### src/rtl/reset_preset_sequencer.sv
// Sequences active-low reset/preset strobes: async assert, synchronized release plus HOLD_CYCLES hold, timed preset pulses.
// Outputs registered (1 cycle after the deciding edge); optional pending preset request when RSTSEQ_REQ_QUEUE_EN is defined.
module reset_preset_sequencer #(
  parameter int SYNC_STAGES   = 2,
  parameter int HOLD_CYCLES   = 16,
  parameter int PRESET_CYCLES = 4
) (
  input  logic clk,
  input  logic rst,
  input  logic sw_rst_req,
  input  logic preset_req,
  output logic rst_n_o,
  output logic preset_n_o,
  output logic preset_ack,
  output logic rst_done,
  output logic busy
);

  localparam logic [2:0] ST_RESET  = 3'd0;
  localparam logic [2:0] ST_SYNC   = 3'd1;
  localparam logic [2:0] ST_HOLD   = 3'd2;
  localparam logic [2:0] ST_IDLE   = 3'd3;
  localparam logic [2:0] ST_PRESET = 3'd4;

  localparam int MAX_CYC = (HOLD_CYCLES > PRESET_CYCLES) ? HOLD_CYCLES : PRESET_CYCLES;
  localparam int CW      = $clog2(MAX_CYC + 1);
  localparam logic [CW-1:0] HOLD_LOAD   = CW'(HOLD_CYCLES - 1);
  localparam logic [CW-1:0] PRESET_LOAD = CW'(PRESET_CYCLES - 1);

  logic [2:0]             state, state_nxt;
  logic [CW-1:0]          cnt, cnt_nxt;
  logic [SYNC_STAGES-1:0] sync_q;
  logic                   pending;

  always_comb begin
    state_nxt = state;
    cnt_nxt   = cnt;
    case (state)
      ST_RESET, ST_SYNC: begin
        // Move on at the same edge that shifts a 1 into the last stage.
        if (sync_q[SYNC_STAGES-2]) begin
          state_nxt = ST_HOLD;
          cnt_nxt   = HOLD_LOAD;
        end else begin
          state_nxt = ST_SYNC;
        end
      end
      ST_HOLD: begin
        if (sw_rst_req) begin
          cnt_nxt = HOLD_LOAD;
        end else if (cnt == '0) begin
          state_nxt = ST_IDLE;
        end else begin
          cnt_nxt = cnt - 1'b1;
        end
      end
      ST_IDLE: begin
        if (sw_rst_req) begin
          state_nxt = ST_HOLD;
          cnt_nxt   = HOLD_LOAD;
        end else if (preset_req || pending) begin
          state_nxt = ST_PRESET;
          cnt_nxt   = PRESET_LOAD;
        end
      end
      ST_PRESET: begin
        if (sw_rst_req) begin
          state_nxt = ST_HOLD;
          cnt_nxt   = HOLD_LOAD;
        end else if (cnt == '0) begin
          state_nxt = ST_IDLE;
        end else begin
          cnt_nxt = cnt - 1'b1;
        end
      end
      default: begin
        state_nxt = ST_RESET;
        cnt_nxt   = '0;
      end
    endcase
  end

`ifdef RSTSEQ_REQ_QUEUE_EN
  logic pending_nxt;

  always_comb begin
    pending_nxt = pending;
    if (sw_rst_req && pending) begin
      pending_nxt = 1'b0;
    end else if (preset_req && (state != ST_IDLE || sw_rst_req)) begin
      pending_nxt = 1'b1;
    end else if (state == ST_IDLE && state_nxt == ST_PRESET) begin
      pending_nxt = 1'b0;
    end
  end

  always_ff @(posedge clk or negedge rst) begin
    if (!rst) begin
      pending <= 1'b0;
    end else begin
      pending <= pending_nxt;
    end
  end
`else
  assign pending = 1'b0;
`endif

  always_ff @(posedge clk or negedge rst) begin
    if (!rst) begin
      state      <= ST_RESET;
      cnt        <= '0;
      sync_q     <= '0;
      rst_n_o    <= 1'b0;
      preset_n_o <= 1'b1;
      preset_ack <= 1'b0;
      rst_done   <= 1'b0;
    end else begin
      state      <= state_nxt;
      cnt        <= cnt_nxt;
      sync_q     <= {sync_q[SYNC_STAGES-2:0], 1'b1};
      // Both strobes decode from the same next state, so they can never be low together.
      rst_n_o    <= (state_nxt == ST_IDLE) || (state_nxt == ST_PRESET);
      preset_n_o <= (state_nxt != ST_PRESET);
      preset_ack <= (state == ST_PRESET) && (state_nxt == ST_IDLE);
      rst_done   <= (state == ST_HOLD) && (state_nxt == ST_IDLE);
    end
  end

  assign busy = (state != ST_IDLE);

endmodule
### config.mk
export PLATFORM = sky130hd
export DESIGN_NAME = reset_preset_sequencer
export DESIGN_NICKNAME = d
export VERILOG_FILES = /design/src/rtl/reset_preset_sequencer.sv
export SDC_FILE = /design/constraint.sdc
export NUM_CORES = 1
export LEC_CHECK = 0
export ABC_AREA = 1
export BUFFER_PORTS_ARGS = -buffer_cell sky130_fd_sc_hd__buf_2
export CAP_MARGIN = 20
export CORE_MARGIN = 2
export CORE_UTILIZATION = 49
export CTS_BUF_LIST = sky130_fd_sc_hd__clkbuf_4 sky130_fd_sc_hd__clkbuf_8
export DETAILED_ROUTE_END_ITERATION = 6
export PLACE_DENSITY = 0.7
export SYNTH_ARGS = -nofsm -noshare
export SYNTH_HDL_FRONTEND = slang
export SYNTH_SLANG_ARGS = --single-unit
### constraint.sdc
create_clock -name clk -period 1.73 [get_ports clk]
set_input_delay 0.346 -clock clk [delete_from_list [all_inputs] [get_ports clk]]
set_output_delay 0.346 -clock clk [all_outputs]
set_load 0.03 [all_outputs]
### Yosys cells after proc, flatten, opt, wreduce, memory -nomap -nowiden

Index checks and enable logic that the tools add are counted.

| word-level totals | value |
|---|---|
| input bits | 4 |
| register bits | 13 |
| output and inout port bits | 5 |
| word-level logic and storage cells | 40 |

| operators by class | value |
|---|---|
| reduce and logical (&&, ||, !) cells | 8 |
| $add $sub $neg | 1 |
| multiplexer cells | 13 |
| equality and inequality tests | 11 |

Operator list:

| kind | count |
|---|---|
| 2-to-1 mux 5 bit | 5 |
| 2-to-1 mux 3 bit | 5 |
| case mux 5 bit (3 select lines) | 1 |
| case mux 3 bit (4 select lines) | 1 |
| equality test 3 x 2 -> 1 bit (second input constant) | 3 |
| != test 3 bit (second input constant) | 3 |
| equality test 3 bit (second input constant) | 2 |
| zero test 5 bit | 1 |
| subtractor 5 x 1 -> 5 bit (second input constant) | 1 |
| OR reduction 2 bit | 2 |
| equality test 3 x 1 -> 1 bit (second input constant) | 1 |
| zero test 3 bit | 1 |
| != test 3 x 2 -> 1 bit (second input constant) | 1 |
| AND reduction 3 bit | 1 |
| logical AND 1 bit | 2 |
| 2-to-1 mux 2 bit | 1 |
| != test 2 bit (second input constant) | 1 |
| logical OR 1 bit | 1 |

### Logic depth before layout (Yosys ltp)

Gate-level depths: netlist of run 1.

| depth | value |
|---|---|
| depth in word-level cells | 6 |
| depth in mapped cells | 9 |
| gate-level depth less buffers | 9 |

### Worst setup path before layout of run 1

OpenSTA, ideal clock, no wires.

| timing path | value |
|---|---|
| kind | register -> register |
| start | register cnt[0] |
| end | register cnt[0] |
| cell stages (with the launch flop) | 10 |
| library setup time | 0.074 ns |
| slack | 0.476 ns |
| buffers on the path | 1 |
| clock period less this slack | 1.254 ns |
| arrival | 1.181 ns |
| required time | 1.656 ns |
| cells stage by stage | dfrtp_1 inv_1 ha_1 nand2_1 nor2_4 nand3_2 nand2_2 buf_6 nand2_1 o21ai_2 |

| on the way | value |
|---|---|
| word-level cells in the longest chain between the ends | 4 |
| elaborated cells between the ends (all ways) | 7 |
| those cells by class | add/sub (1); eq/ne (1); mux (3); reduce/logical (2) |

RTL lines:

| element | line | RTL |
|---|---|---|
| from (decl) | 31 | `logic [CW-1:0] cnt, cnt_nxt;` |
| from (signal assigned) | 119 | `cnt <= cnt_nxt;` |
| subtractor 5 x 1 -> 5 bit | 54, 73 |  |
| 2-to-1 mux 5 bit | 51, 70 |  |
| 2-to-1 mux 5 bit | 67 | `if (sw_rst_req) begin` |
| case mux 5 bit (3 select lines) | 38 | `case (state)` |

Parallel ways exist; a longest one is shown, timed or not. The select of a mux whose other input is x is not followed.
A chain may end at the register's enable or synchronous reset.

### Worst setup path after layout of run 1

| timing path | value |
|---|---|
| start | register state[2] |
| end | output busy |

| on the way | value |
|---|---|
| word-level cells in the longest chain between the ends | 1 |

RTL lines:

| element | line | RTL |
|---|---|---|
| from (decl) | 30 | `logic [2:0] state, state_nxt;` |
| from (signal assigned) | 118 | `state <= state_nxt;` |
| != test 3 x 2 -> 1 bit | 129 | `assign busy = (state != ST_IDLE);` |
| to (decl) | 16 | `output logic busy` |

Every way passes these cells.

==> impl_metrics.yaml, run 1 <==
power_and_ir_drop:
  share_comb_of_total_power_pct: 46.6
  total_leakage_power_nw: 0.437
  fin_total_pwr_mw: 1.25
  internal-power_mw: 0.686
  switching_share_pct: 45.0
  powerDensity_nw_per_um2: 1530
  p_sw_mw: 0.561
  p_clk_share_pct: 15.5
  worst_ir_drop_vdd_uv: 808
  pwr-share-seq_pct: 37.9
critical_path:
  worst_setup_path_end_kind: "primary output"
  timing.reg2reg.worst_path_depth: 9
  timing.critical_path.fanout_max: 5
  path_class: "flop to primary output"
  critPathArrivalTime_ps: 1200
  start_kind: "flop"
  crit_required_ps: 1380
clock_tree:
  cts.path.max_buffers: 2
  numCtsBuffers: 3
  maximum_level_of_the_cts_h_tree: 1
  cts.hold.buffers_added: 1
  root_buffer: "sky130_fd_sc_hd__clkbuf_4"
  post_cts.repair.setup_buffers: 0
  cts_tree: "done"
  insertion_delay_ps: 270
  cts.reportedPaths.clkPinSlew_ps: 70
  cts_resized: 0
  clock_tree_sinks: 13
die:
  pin_count: 9
  die_width_um: 42.6
  initial_core_utilization_pct: 53.9
  coreArea_um2: 1350
  design.die.area_um2: 1810
  chipHeight_um: 42.6
  rows: 13
timing:
  fin_skew_ps: 2.64
  final.hold.worst_slack_ps: 319
  rsz_0062_raised_after_global_routing: "no"
  layout_min_cycle_time_ps: 1550
  max_freq_mhz: 645
  number_of_hold_violations_in_the_final_report: 0
  final-setup-viol-count: 0
  timing.final.max_slew_violations: 0
  setup-tns-final_ps: 0
  period_share_pct: 89.6
layout:
  antenna_cells: 0
  syn_to_final_growth_pct: 12.0
  layout.filler_cells: 136
  final_nets: 114
  drive_gt1_share_pct: 21.5
synth:
  post_synth_inst_count: 95
  synth_largest_area_cell: "sky130_fd_sc_hd__dfrtp_1"
  post_synth.cell_area_avg_um2: 7.67
  post-synth-top-area-fraction_pct: 41.2
  portion_of_the_post_synthesis_area_used_by_sequential_elements_pct: 44.8
  synth_fp_nets: 101
  synth-warning-count: 0
  ys_top_cells_by_area: "sky130_fd_sc_hd__dfrtp_1, sky130_fd_sc_hd__nand2_1, sky130_fd_sc_hd__inv_1"
  synth_seq_cells: 13
  synthDistinctLibCells: 20
  mappedNetlistArea_um2: 728
outcome:
  status: "finished clean"
worst_hold_path:
  timing.hold.worst_path_depth: 2
  min-delay-path-class: "primary input to flop"
drt:
  route.vias.total: 610
  wl_mm: 1.31
  drtPass1Iterations: 4
  first_iter_violations: 16
  post_drt_via_cell_ratio: 5.00
  remaining_drc_errors: 0
  final_antenna_net_count: 0
  detail_route.wl_per_cell_um: 10.7
flow_run:
  max-cap-violations: 0
global_routing:
  grt.overflow.total: 0
  grt.total_usage_pct: 17.0
  grt_first_pass_wirelength_mm: 2.24
  initial_antenna_violation_count: 0
  grt_start_max_net_pins: 14
  vias_in_the_first_global_route: 536
place:
  gp_routability_congestion: 0.910
  buffer_ports.inserted: 8
  detailed_place_hpwl_mm: 1.00
critical path: stages, from the launching register on:
cell and delay (ps):
sky130_fd_sc_hd__dfrtp_1 410, sky130_fd_sc_hd__nor2_1 250, sky130_fd_sc_hd__inv_1 90, sky130_fd_sc_hd__buf_2 180
through the flow:
stage / area [um^2] / utilization [%] / std cells / setup WS [ps]
finish: 816 / 60.4 / 122 / 179
detailed placement: 776 / 57.5 / 117 / 274
global route: 816 / 60.4 / 122 / 85.0
floorplan: 728 / - / 95 / 476
CTS: 816 / 60.4 / 122 / 191
global placement: 776 / 57.5 / 117 / 334
power groups by stage:
| stage | registers, mW | logic, mW | clock network (mW) |
|---|---|---|---|
| floorplan | 0.513 | 0.427 | 0 |
| global placement | 0.477 | 0.570 | 0 |
| detailed placement | 0.479 | 0.580 | 0 |
| CTS | 0.474 | 0.583 | 0.203 |
| global route | 0.488 | 0.668 | 0.215 |
| finish | 0.473 | 0.581 | 0.193 |
cell usage after synthesis:
library cell / number
sky130_fd_sc_hd__nand4_1: 1
sky130_fd_sc_hd__nor2_1: 6
sky130_fd_sc_hd__a31oi_1: 1
sky130_fd_sc_hd__o21ai_1: 1
sky130_fd_sc_hd__a211oi_1: 1
sky130_fd_sc_hd__inv_1: 12
sky130_fd_sc_hd__a21oi_1: 6
sky130_fd_sc_hd__nand3_1: 7
sky130_fd_sc_hd__dfrtp_1: 12
sky130_fd_sc_hd__buf_6: 1
sky130_fd_sc_hd__o21ai_0: 5
sky130_fd_sc_hd__nand2_2: 2
sky130_fd_sc_hd__nand2_1: 28
sky130_fd_sc_hd__conb_1: 1
sky130_fd_sc_hd__ha_1: 2
sky130_fd_sc_hd__nor2_4: 2
sky130_fd_sc_hd__inv_2: 3
sky130_fd_sc_hd__nand3_2: 1
sky130_fd_sc_hd__dfstp_2: 1
sky130_fd_sc_hd__o21ai_2: 2
kinds of logic after synthesis:
group | count (synthesis) | synth area share (%)
fa+ha+maj | 2 | 3.44
buf+inv | 16 | 9.28
compound gates | 16 | 12.5
simple gates | 47 | 29.4
flops | 13 | 44.8
other cells | 1 | 0.515
cell type report:
cell class	count	area [um^2]	area share [%]
Timing Repair Buffer	9	50.0	6.13
Sequential cell	13	327	40.0
Multi-Input combinational cell	66	334	41.0
Clock buffer	4	30.0	3.68
Inverter	15	56.3	6.90
Tap cell	15	18.8	2.30
metal layers:
layer / wire length [um] / share of wire [%] / up-vias / GRT usage, %
li1: - / - / 328 / -
met1: 632 / 48 / 262 / 22.0
met2: 557 / 43 / 18 / 24.6
met3: 99 / 7.6 / 2 / 8.19
met4: 15 / 1.1 / 0 / 5.63
met5: 0 / 0 / - / 0
final timing paths:
kind,start,endpoint,slack (ps)
min reg2reg,cnt[4],cnt[4],520
max reg2reg,cnt[0],cnt[3],270
min,sw_rst_req,preset_ack,320
max in group asynchronous,rst,preset_n_o,970
max,state[2],busy,180
min in group asynchronous,rst,rst_n_o,490
registers in the layout, indices dropped and copies added (netlist names):
name        flops
preset_ack      1
rst_n_o         1
cnt             5
preset_n_o      1
sync_q          1
state           3
rst_done        1
cell usage in the layout, fill, tap and decap left out:
cell,netlist,layout
sky130_fd_sc_hd__inv_1,12,12
sky130_fd_sc_hd__dfstp_2,1,1
sky130_fd_sc_hd__a31oi_1,1,1
sky130_fd_sc_hd__nand2_2,2,2
sky130_fd_sc_hd__o21ai_2,2,2
sky130_fd_sc_hd__buf_2,0,8
sky130_fd_sc_hd__conb_1,1,1
sky130_fd_sc_hd__nand2_1,28,28
sky130_fd_sc_hd__nand3_2,1,1
sky130_fd_sc_hd__nand3_1,7,7
sky130_fd_sc_hd__nor2_1,6,6
sky130_fd_sc_hd__dlygate4sd3_1,0,1
sky130_fd_sc_hd__a211oi_1,1,1
sky130_fd_sc_hd__clkbuf_4,0,4
sky130_fd_sc_hd__o21ai_1,1,1
sky130_fd_sc_hd__ha_1,2,2
sky130_fd_sc_hd__dfrtp_1,12,12
sky130_fd_sc_hd__inv_2,3,3
sky130_fd_sc_hd__nand4_1,1,1
sky130_fd_sc_hd__a21oi_1,6,6
sky130_fd_sc_hd__o21ai_0,5,5
sky130_fd_sc_hd__nor2_4,2,2
Power figures use the tool's default switching activity.
==> inputs of run 2 (changes only) <==
- RECOVER_POWER: not set -> 50
==> run 2 against run 1 <==
Effect of this change:
- first-iteration DRC count shrank 19%
- sequential share of layout area grew 0.19 points
- combinational power is essentially flat
- fmax grew 0.89%
- register-to-register slack is essentially flat
- setup slack gained 14 ps
- die area is the same
- critical path type unchanged
- flip-flop and latch count is the same
- cell count is the same
- largest power group unchanged
- power shrank 0.22%
- critical path depth is the same
- hold slack is essentially flat
==> impl_metrics.yaml, run 2 (synthesized netlist as in run 1, its figures left out) <==
layout:
  antenna_cells: 0
  largest_register_ff_count: 5
  syn_to_final_growth_pct: 11.5
  drive_gt1_share_pct: 18.7
  layout.filler_cells: 137
  mostFrequentLayoutCell: "sky130_fd_sc_hd__nand2_1"
  final_nets: 114
  multi_input_area_um2: 334
  layout_common_cells: "sky130_fd_sc_hd__nand2_1, sky130_fd_sc_hd__inv_1, sky130_fd_sc_hd__dfrtp_1"
  largest-register: "cnt"
  register_area_um2: 327
  largestRegisters: "cnt (5), state (3)"
  finish.utilization_pct: 60.1
global_routing:
  grt.total_usage_pct: 17.0
  grt_start_max_net_pins: 14
  initial_antenna_violation_count: 0
  grt_first_pass_wirelength_mm: 2.24
  grt.overflow.total: 0
  vias_in_the_first_global_route: 536
timing:
  worst_slew_pin_slew_ps: 711
  max_freq_mhz: 651
  max_slew_headroom_at_the_worst_pin_pct: 52.6
  layout_min_cycle_time_ps: 1540
  setup-tns-final_ps: 0
  timing.final.max_slew_violations: 0
  fin_skew_ps: 2.65
  number_of_hold_violations_in_the_final_report: 0
  period_share_pct: 88.8
  final-setup-viol-count: 0
  rsz_0062_raised_after_global_routing: "no"
drt:
  drtPass1Iterations: 4
  final_antenna_net_count: 0
  detail_route.wl_per_cell_um: 10.7
  remaining_drc_errors: 0
  post_drt_via_cell_ratio: 5.07
  route.vias.total: 619
  first_iter_violations: 13
  wl_mm: 1.31
power_and_ir_drop:
  worst_ir_drop_vdd_uv: 809
  p_sw_mw: 0.561
  internal-power_mw: 0.683
  pwr-share-seq_pct: 38.0
  total_leakage_power_nw: 0.426
  powerDensity_nw_per_um2: 1530
  switching_share_pct: 45.1
  share_comb_of_total_power_pct: 46.5
  p_clk_share_pct: 15.5
die:
  rows: 13
  die_width_um: 42.6
  coreArea_um2: 1350
  design.die.area_um2: 1810
  chipHeight_um: 42.6
  pin_count: 9
  initial_core_utilization_pct: 53.9
clock_tree:
  cts.path.max_buffers: 2
  numCtsBuffers: 3
  maximum_level_of_the_cts_h_tree: 1
  post_cts.repair.setup_buffers: 0
  cts.reportedPaths.clkPinSlew_ps: 70
  cts_tree: "done"
  cts_resized: 0
  insertion_delay_ps: 270
  root_buffer: "sky130_fd_sc_hd__clkbuf_4"
  clock_tree_sinks: 13
critical_path:
  critPathArrivalTime_ps: 1190
  worst_setup_path_end_kind: "primary output"
  cpPeakStageDelay_ps: 410
  number_of_buffers_and_inverters_on_the_critical_path: 2
  timing.critical_path.fanout_max: 5
  timing.reg2reg.worst_path_depth: 9
  critical_path_cell_count: 3
  crit_family: "flip-flops"
  timing.critical_path.cells: "nor2_1, inv_1, buf_2"
  start_kind: "flop"
  path_class: "flop to primary output"
  cpMaxStageDelayCell: "sky130_fd_sc_hd__dfrtp_1"
  crit_required_ps: 1380
worst_hold_path:
  min-delay-path-class: "primary input to flop"
  timing.hold.worst_path_depth: 2
place:
  detailed_place_hpwl_mm: 1.00
  buffer_ports.inserted: 8
  gp_routability_congestion: 0.910
flow_run:
  max-cap-violations: 0
outcome:
  status: "finished clean"
## run 2: cell count changes in the layout (fill, tap and decap cells not counted)
cell,delta
sky130_fd_sc_hd__buf_2,-3
sky130_fd_sc_hd__clkbuf_1,+3
## run 2: layout make-up
class                      count  area share (%)
sequential                    13            40.2
tap                           15            2.31
clock buffer                   4            3.70
multi-input combinational     66            41.1
timing repair buffer           9            5.70
inverter                      15            6.93
## run 2: metrics by stage
stage	hold WS, ps	cell area [um^2]	power [mW]	worst slack (ps)	std cells
6_report	319	812	1.24	193	122
5_1_grt	320	812	1.37	85.0	122
4_1_cts	312	816	1.26	191	122
3_5_place_dp	247	776	1.06	274	117
3_3_place_gp	245	776	1.05	334	117
2_1_floorplan	50.4	728	0.940	476	95
## run 2: path summary, 6_finish.rpt
kind	startpoint	end	slack [ps]
min in group asynchronous	rst	rst_n_o	630
worst min-delay path	sw_rst_req	preset_ack	320
worst max register to register	cnt[0]	cnt[3]	270
worst min register to register	cnt[4]	cnt[4]	520
max in group asynchronous	rst	cnt[4]	650
worst max-delay path	state[2]	busy	190
## run 2: worst reg2reg max path: cells and delay by family (launching register included)
kind                       cells  cell delay, ps
and+or+nand+nor                6             610
DFF                            1             410
adders and majority gates      1             170
buffers and inverters          2             170
## run 2: power by group through the flow
| stage | Clock (mW) | Sequential [mW] | Combinational, mW |
|---|---|---|---|
| floorplan | 0 | 0.513 | 0.427 |
| global placement | 0 | 0.477 | 0.570 |
| detailed placement | 0 | 0.479 | 0.580 |
| CTS | 0.203 | 0.474 | 0.583 |
| global route | 0.215 | 0.488 | 0.665 |
| finish | 0.193 | 0.473 | 0.578 |
## run 2: routing by layer
| layer | vias up | share of wire [%] | global-route usage (%) | wire length [um] |
|---|---|---|---|---|
| li1 | 328 | - | - | - |
| met1 | 271 | 48 | 22.0 | 621 |
| met2 | 18 | 44 | 24.6 | 569 |
| met3 | 2 | 7.6 | 8.19 | 99 |
| met4 | 0 | 1.1 | 5.63 | 15 |
| met5 | - | 0 | 0 | 0 |
## run 2: what timing repair did
action                                  CTS  global route
hold endpoints to repair                 12             0
endpoints found under the setup margin    0             0
hold buffers                              1             0
